<file path="src/rtl/fetch_pipe_if.sv">
// Instruction-memory request/response bus for fetch_pipe.
// The master (fetch stage) issues requests and accepts responses.
interface fetch_pipe_if #(
    parameter int unsigned XLEN = 32
);
    logic            imem_req_valid;
    logic            imem_req_ready;
    logic [XLEN-1:0] imem_addr;
    logic            imem_rsp_valid;
    logic            imem_rsp_ready;
    logic [31:0]     imem_rsp_data;

    modport master (
        output imem_req_valid,
        output imem_addr,
        output imem_rsp_ready,
        input  imem_req_ready,
        input  imem_rsp_valid,
        input  imem_rsp_data
    );

    modport slave (
        input  imem_req_valid,
        input  imem_addr,
        input  imem_rsp_ready,
        output imem_req_ready,
        output imem_rsp_valid,
        output imem_rsp_data
    );
endinterface

</file>
<file path="src/rtl/fetch_pipe.sv">
// RV32I pipelined fetch stage: owns PCF, one outstanding imem request, IF/ID register.
// Optional performance counters are built when FETCH_PERF_CNT_EN is defined.
module fetch_pipe #(
    parameter int unsigned      XLEN      = 32,
    parameter logic [XLEN-1:0]  RESET_PC  = '0,
    parameter logic [31:0]      NOP_INSTR = 32'h0000_0013
`ifdef FETCH_PERF_CNT_EN
    ,
    parameter int unsigned      CNT_WIDTH = 32
`endif
) (
    input  logic            clk,
    input  logic            rst,
    input  logic [1:0]      PCSrcE,
    input  logic [XLEN-1:0] PCE,
    input  logic [XLEN-1:0] ImmExtE,
    input  logic [XLEN-1:0] ALUResultE,
    input  logic            StallD,
    fetch_pipe_if.master    imem,
    output logic [31:0]     InstrD,
    output logic [XLEN-1:0] PCD,
    output logic [XLEN-1:0] PCPlus4D,
    output logic            ValidD
`ifdef FETCH_PERF_CNT_EN
    ,
    output logic [CNT_WIDTH-1:0] perf_fetch_cnt,
    output logic [CNT_WIDTH-1:0] perf_stall_cnt,
    output logic [CNT_WIDTH-1:0] perf_flush_cnt
`endif
);

    typedef enum logic [1:0] {
        S_FETCH,
        S_WAIT,
        S_DISCARD
    } state_t;

    state_t          r_state;
    state_t          w_state_nxt;
    logic [XLEN-1:0] r_pcf;
    logic [XLEN-1:0] w_pcf_nxt;
    logic [XLEN-1:0] w_pcf_plus4;
    logic [XLEN-1:0] w_target;
    logic            w_redirect;
    logic            w_accept;
    logic            w_req_valid;
    logic            w_rsp_ready;

    logic [31:0]     r_instr_d;
    logic [XLEN-1:0] r_pc_d;
    logic [XLEN-1:0] r_pc4_d;
    logic            r_valid_d;

    assign w_redirect  = (PCSrcE == 2'b01) || (PCSrcE == 2'b10);
    assign w_pcf_plus4 = r_pcf + XLEN'(4);
    // JALR target has bit 0 forced low; masking keeps every ALUResultE bit in use.
    assign w_target    = (PCSrcE == 2'b10) ? (ALUResultE & ~{{(XLEN-1){1'b0}}, 1'b1})
                                           : (PCE + ImmExtE);

    always_comb begin
        w_state_nxt = r_state;
        w_pcf_nxt   = r_pcf;
        w_req_valid = 1'b0;
        w_rsp_ready = 1'b0;
        w_accept    = 1'b0;
        unique case (r_state)
            S_FETCH: begin
                w_req_valid = !w_redirect;
                if (w_redirect) begin
                    w_pcf_nxt = w_target;
                end else if (imem.imem_req_ready) begin
                    w_state_nxt = S_WAIT;
                end
            end
            S_WAIT: begin
                w_rsp_ready = !(r_valid_d && StallD) || w_redirect;
                if (w_redirect) begin
                    w_pcf_nxt   = w_target;
                    w_state_nxt = imem.imem_rsp_valid ? S_FETCH : S_DISCARD;
                end else if (imem.imem_rsp_valid && w_rsp_ready) begin
                    w_accept    = 1'b1;
                    w_pcf_nxt   = w_pcf_plus4;
                    w_state_nxt = S_FETCH;
                end
            end
            S_DISCARD: begin
                w_rsp_ready = 1'b1;
                if (w_redirect) begin
                    w_pcf_nxt = w_target;
                end
                // A stale response landing alongside a redirect is still the one we owe.
                if (imem.imem_rsp_valid) begin
                    w_state_nxt = S_FETCH;
                end
            end
            default: begin
                w_state_nxt = S_FETCH;
            end
        endcase
    end

    always_ff @(posedge clk) begin
        if (rst) begin
            r_state <= S_FETCH;
            r_pcf   <= RESET_PC;
        end else begin
            r_state <= w_state_nxt;
            r_pcf   <= w_pcf_nxt;
        end
    end

    always_ff @(posedge clk) begin
        if (rst) begin
            r_valid_d <= 1'b0;
            r_instr_d <= NOP_INSTR;
            r_pc_d    <= '0;
            r_pc4_d   <= '0;
        end else if (w_redirect) begin
            r_valid_d <= 1'b0;
            r_instr_d <= NOP_INSTR;
        end else if (w_accept) begin
            r_valid_d <= 1'b1;
            r_instr_d <= imem.imem_rsp_data;
            r_pc_d    <= r_pcf;
            r_pc4_d   <= w_pcf_plus4;
        end else if (!(r_valid_d && StallD)) begin
            r_valid_d <= 1'b0;
            r_instr_d <= NOP_INSTR;
        end
    end

    assign imem.imem_req_valid = w_req_valid;
    assign imem.imem_addr      = r_pcf;
    assign imem.imem_rsp_ready = w_rsp_ready;
    assign InstrD              = r_instr_d;
    assign PCD                 = r_pc_d;
    assign PCPlus4D            = r_pc4_d;
    assign ValidD              = r_valid_d;

`ifdef FETCH_PERF_CNT_EN
    logic [CNT_WIDTH-1:0] r_fetch_cnt;
    logic [CNT_WIDTH-1:0] r_stall_cnt;
    logic [CNT_WIDTH-1:0] r_flush_cnt;

    always_ff @(posedge clk) begin
        if (rst) begin
            r_fetch_cnt <= '0;
            r_stall_cnt <= '0;
            r_flush_cnt <= '0;
        end else begin
            if (w_accept && !w_redirect) begin
                r_fetch_cnt <= r_fetch_cnt + CNT_WIDTH'(1);
            end
            if (r_valid_d && StallD) begin
                r_stall_cnt <= r_stall_cnt + CNT_WIDTH'(1);
            end
            if (w_redirect) begin
                r_flush_cnt <= r_flush_cnt + CNT_WIDTH'(1);
            end
        end
    end

    assign perf_fetch_cnt = r_fetch_cnt;
    assign perf_stall_cnt = r_stall_cnt;
    assign perf_flush_cnt = r_flush_cnt;
`endif

endmodule

</file>
<file path="src/flat_wrapper.sv">
// flat-port wrapper written by rule: the top's interface ports become plain ports
module fetch_pipe_flat 
#(
    parameter int unsigned      XLEN      = 32,
    parameter logic [XLEN-1:0]  RESET_PC  = '0,
    parameter logic [31:0]      NOP_INSTR = 32'h0000_0013

)
  (clk, rst, PCSrcE, PCE, ImmExtE, ALUResultE, StallD, InstrD, PCD, PCPlus4D, ValidD, imem_imem_req_valid, imem_imem_addr, imem_imem_rsp_ready, imem_imem_req_ready, imem_imem_rsp_valid, imem_imem_rsp_data);
  fetch_pipe_if #(.XLEN(XLEN)) imem_i ();
  input  logic clk;
  input  logic rst;
  input  logic [1:0] PCSrcE;
  input  logic [XLEN-1:0] PCE;
  input  logic [XLEN-1:0] ImmExtE;
  input  logic [XLEN-1:0] ALUResultE;
  input  logic StallD;
  output logic [31:0] InstrD;
  output logic [XLEN-1:0] PCD;
  output logic [XLEN-1:0] PCPlus4D;
  output logic ValidD;
  output wire logic [$bits(imem_i.imem_req_valid)-1:0] imem_imem_req_valid;
  output wire logic [$bits(imem_i.imem_addr)-1:0] imem_imem_addr;
  output wire logic [$bits(imem_i.imem_rsp_ready)-1:0] imem_imem_rsp_ready;
  input wire logic [$bits(imem_i.imem_req_ready)-1:0] imem_imem_req_ready;
  input wire logic [$bits(imem_i.imem_rsp_valid)-1:0] imem_imem_rsp_valid;
  input wire logic [$bits(imem_i.imem_rsp_data)-1:0] imem_imem_rsp_data;
  assign imem_imem_req_valid = imem_i.imem_req_valid;
  assign imem_imem_addr = imem_i.imem_addr;
  assign imem_imem_rsp_ready = imem_i.imem_rsp_ready;
  assign imem_i.imem_req_ready = imem_imem_req_ready;
  assign imem_i.imem_rsp_valid = imem_imem_rsp_valid;
  assign imem_i.imem_rsp_data = imem_imem_rsp_data;
  fetch_pipe #(.XLEN(XLEN), .RESET_PC(RESET_PC), .NOP_INSTR(NOP_INSTR)) u_core (.clk(clk), .rst(rst), .PCSrcE(PCSrcE), .PCE(PCE), .ImmExtE(ImmExtE), .ALUResultE(ALUResultE), .StallD(StallD), .imem(imem_i), .InstrD(InstrD), .PCD(PCD), .PCPlus4D(PCPlus4D), .ValidD(ValidD));
endmodule
</file>
<file path="config.mk">
export PLATFORM = sky130hd
export DESIGN_NAME = fetch_pipe_flat
export DESIGN_NICKNAME = d
export VERILOG_FILES = /design/src/rtl/fetch_pipe_if.sv /design/src/rtl/fetch_pipe.sv /design/src/flat_wrapper.sv
export SDC_FILE = /design/constraint.sdc
export NUM_CORES = 1
export LEC_CHECK = 0
export CORE_MARGIN = 10
export CORE_UTILIZATION = 46
export DETAILED_ROUTE_END_ITERATION = 6
export PLACE_DENSITY = 0.82
export SETUP_SLACK_MARGIN = 0.15
export SYNTH_ARGS = -nofsm -noshare
export SYNTH_HDL_FRONTEND = slang
export SYNTH_SLANG_ARGS = --single-unit
</file>
<file path="constraint.sdc">
create_clock -name clk -period 2.96 [get_ports clk]
set_input_delay 0.592 -clock clk [delete_from_list [all_inputs] [get_ports clk]]
set_output_delay 0.592 -clock clk [all_outputs]
set_load 0.02 [all_outputs]
</file>
==> flow_summary.json <==
{
  "pwr-share-seq_pct": 31.8,
  "path_max_fanout": 5,
  "die_x_um": 147,
  "fin_crit_ns": 2.75,
  "place_congestion": 0.901,
  "path_buf_inv": 3,
  "crit_path_top_delay_cell": "clkdlybuf4s50_1",
  "r2r_start": "u_core.imem.imem_addr[2]$_SDFFE_PP0P_",
  "worst_setup_path_end_kind": "register",
  "hold_buffers": 0,
  "timing.rr.end": "u_core.imem.imem_addr[30]$_SDFFE_PP0P_",
  "synth.mux.area_fraction_pct": 0.687,
  "multiInputGateArea_um2": 4680,
  "cp.depth": 12,
  "p_sw_w": 0.00201,
  "wirelength_mm": 27.8,
  "port_buffers": 264,
  "r2r_slack_ns": 0.39,
  "ant_nets": 0,
  "synthAdderAreaFrac_pct": 6.46,
  "synth_cell_types": 77,
  "arrival_ns": 3.09,
  "synthesis.area_um2": 7470,
  "nFillCells": 1197,
  "hold_start": "u_core.PCD[16]$_SDFFE_PP0P_",
  "crit_chain": "clkdlybuf4s50_1 > ha_1 > nand2_1 > o21ai_1 > nor3_1 > a211o_2 > buf_4 > buf_4 > xor2_1 > o21ai_0 > o21ai_0 > a21oi_1",
  "grt_usage_pct": 24.1,
  "row_count": 46,
  "num_antenna_cells": 0,
  "rsz0062_at_grt": "yes",
  "sw_frac_of_total_pct": 31.6,
  "syn-num-nets": 1136,
  "start_util_pct": 47.0,
  "powerDensity_nw_per_um2": 542,
  "synthSimpleGateAreaFrac_pct": 21.0,
  "synth_area_leaders": "dfxtp_1, a21oi_1, nand2_1, ha_1, nor2_1",
  "p_total_w": 0.00638,
  "max_stage_delay_ns": 0.41,
  "synth_top_area_share_pct": 34.6,
  "cap_viol_max_count": 0,
  "async_flop_share_pct": 0,
  "worstMarginPinSlew_ns": 0.514,
  "synth_commonest_cells": "dfxtp_1, nand2_1, a21oi_1, nor2_1, clkbuf_1",
  "syn_area_per_cell_um2": 7.76,
  "htreeDepth": 4,
  "status": "complete, no violations",
  "start_kind": "primary input",
  "grt_pass1_wl_mm": 43.3,
  "p_leak_nw": 4.50,
  "rr_worst_depth": 10,
  "fin_util_pct": 74.2,
  "critPathKind": "in2reg",
  "overflow": 0,
  "die_area_um2": 21700,
  "p_int_w": 0.00436,
  "crit_family": "compound AO/OA/AOI/OAI gates",
  "hold_slack_ns": 0.452,
  "antenna_found_initial": 1,
  "clock_latency_ns": 0.41,
  "post-synth-top-count-cell": "dfxtp_1",
  "p_clk_share_pct": 35.3,
  "clock_path_buffers": 2,
  "worstPathRequired_ns": 3.30,
  "route.detailed.drc": 0,
  "yosysSeqAreaShare_pct": 34.6,
  "min_to": "u_core.PCD[16]$_SDFFE_PP0P_",
  "fmax_mhz": 363,
  "maxSlewViolCount": 0,
  "tns_ns": 0,
  "place_inst": 1477,
  "syn_to_final_growth_pct": 57.7,
  "die_height_um": 147,
  "nNetsFinal": 1455,
  "grt_pass1_vias": 8187,
  "drt-pass1-iter-count": 5,
  "hold_violations": 0,
  "hp-class": "reg2reg",
  "setup_viol_count_final": 0,
  "cts.clk_slew.worst_paths_ns": 0.06,
  "hold_depth": 2,
  "synth_top_family_by_area": "compound AO/OA/AOI/OAI gates",
  "synth-compound-area-share_pct": 26.7,
  "synth_edf_count": 0,
  "fin_skew_ns": 0.0115,
  "drive_gt1_share_pct": 14.5,
  "clkSinkCount": 129,
  "core_um2": 15900,
  "synth_top_area_cell": "dfxtp_1",
  "cts-root-buf": "clkbuf_16",
  "combPwrFrac_pct": 32.9,
  "pin_count": 266,
  "period_share_pct": 93.0,
  "grt_start_max_net_pins": 55,
  "place_hpwl_mm": 21.6,
  "ys_warn_count": 0,
  "drt_iter0_markers": 723,
  "numCtsBuffers": 17,
  "synth_xor_area_share_pct": 5.63,
  "relSlewSlack_pct": 65.7,
  "route.vias.total": 8382,
  "peakVddDrop_v": 0.000374,
  "avgViaCountPerCell": 5.55,
  "synth-main-ff-cell": "dfxtp_1",
  "routedWlPerCell_um": 18.4,
  "regArea_um2": 2580,
  "ys_seq_elements": 129,
  "cts_tree": "done",
  "stdcell_count": 1511,
  "syn_inst": 963
}
final cells by class:
cell class,count,share of cell area [%]
Multi-Input combinational cell,746,39.7
Timing Repair Buffer,370,30.0
Sequential cell,129,21.9
Clock buffer,20,3.96
Tap cell,216,2.29
Clock inverter,12,1.52
Inverter,18,0.574
sequential cells by signal (all words and copies together), names as in the netlist:
name and cells:
u_core.r_state 2, u_core.ValidD 1, u_core.imem.imem_addr 32, u_core.PCD 32, u_core.PCPlus4D 30, u_core.InstrD 32
power groups by stage:
stage | clock, W | combinational, W | sequential (W)
2_1_floorplan | 0 | 0.000913 | 0.00218
3_3_place_gp | 0 | 0.00198 | 0.00205
3_5_place_dp | 0 | 0.00202 | 0.00206
4_1_cts | 0.00227 | 0.00203 | 0.00203
5_1_grt | 0.00235 | 0.00226 | 0.00205
6_report | 0.00225 | 0.00210 | 0.00203
worst max-delay path by stage:
stage / startpoint / to / slack [ns]
global route: ImmExtE[0] / u_core.imem.imem_addr[28]$_SDFFE_PP0P_ / 0.10
detailed placement: ImmExtE[0] / u_core.imem.imem_addr[28]$_SDFFE_PP0P_ / -0.54
floorplan: PCE[0] / u_core.imem.imem_addr[28]$_SDFFE_PP0P_ / 0.22
global placement: PCE[0] / u_core.imem.imem_addr[28]$_SDFFE_PP0P_ / -0.46
finish: PCE[7] / u_core.imem.imem_addr[11]$_SDFFE_PP0P_ / 0.21
CTS: PCE[4] / u_core.imem.imem_addr[23]$_SDFFE_PP0P_ / 0.16
kinds of logic after synthesis:
kind of cell             count (synthesis)
AND/OR/NAND/NOR                        346
AO/OA/AOI/OAI                          309
adder cells (fa/ha/maj)                 38
buffers and inverters                   88
multiplexers                             5
flip-flops                             129
XOR/XNOR                                48
cells in the final DEF, fill, tap and decap left out, types with 4 or more instances in the layout:
cell type        count
dfxtp_1            129
ha_1                33
or3_1                5
o21ai_0             38
xor2_1              23
nand3_1             14
a22oi_1             33
a31oi_1             12
nand2b_1             4
a211oi_1            31
o22ai_1              4
a21oi_1            109
mux2i_1              4
xnor2_1             25
nand2_1            125
o211ai_1             8
nor2_1             116
a21oi_2              8
buf_4               99
clkbuf_16           17
a21o_1              14
o221ai_1             5
nand4_1              5
buf_12               8
and4_1               4
bufinv_16            4
dlygate4sd2_1        6
inv_1               16
and2_1               9
clkdlybuf4s50_1    255
and3_1              20
nor2b_1              5
nor3_1              13
metal layers:
metal,vias to the layer above,global-route usage [%],wire (µm)
met5,-,0,13
met4,2,7.43,577
met3,39,7.54,2610
met2,385,40.8,13400
met1,3886,28.6,11200
li1,4070,-,-
worst register-to-register path: stages (launching register included):
cell,delay (ns)
dfxtp_1,0.49
ha_1,0.29
and3_1,0.29
and3_1,0.24
and2_4,0.20
nand3_2,0.11
nor2_2,0.20
nand3_1,0.16
a21oi_1,0.16
o221ai_1,0.14
a211oi_1,0.22
timing repair:
item / in CTS / in global routing
endpoints found under the setup margin: 12 / 14
setup buffers: 1 / 1
pin swaps: 13 / 17
resized for setup: 15 / 31
through the flow:
| stage | worst slack [ns] | cell area, µm² |
|---|---|---|
| after global routing | 0.104 | 11800 |
| after detailed placement | -0.542 | 11000 |
| after CTS | 0.158 | 11600 |
| after global placement | -0.461 | 11000 |
| after floorplan | 0.219 | 7470 |
| final | 0.208 | 11800 |
No activity file was read; power rests on OpenSTA's default activity.
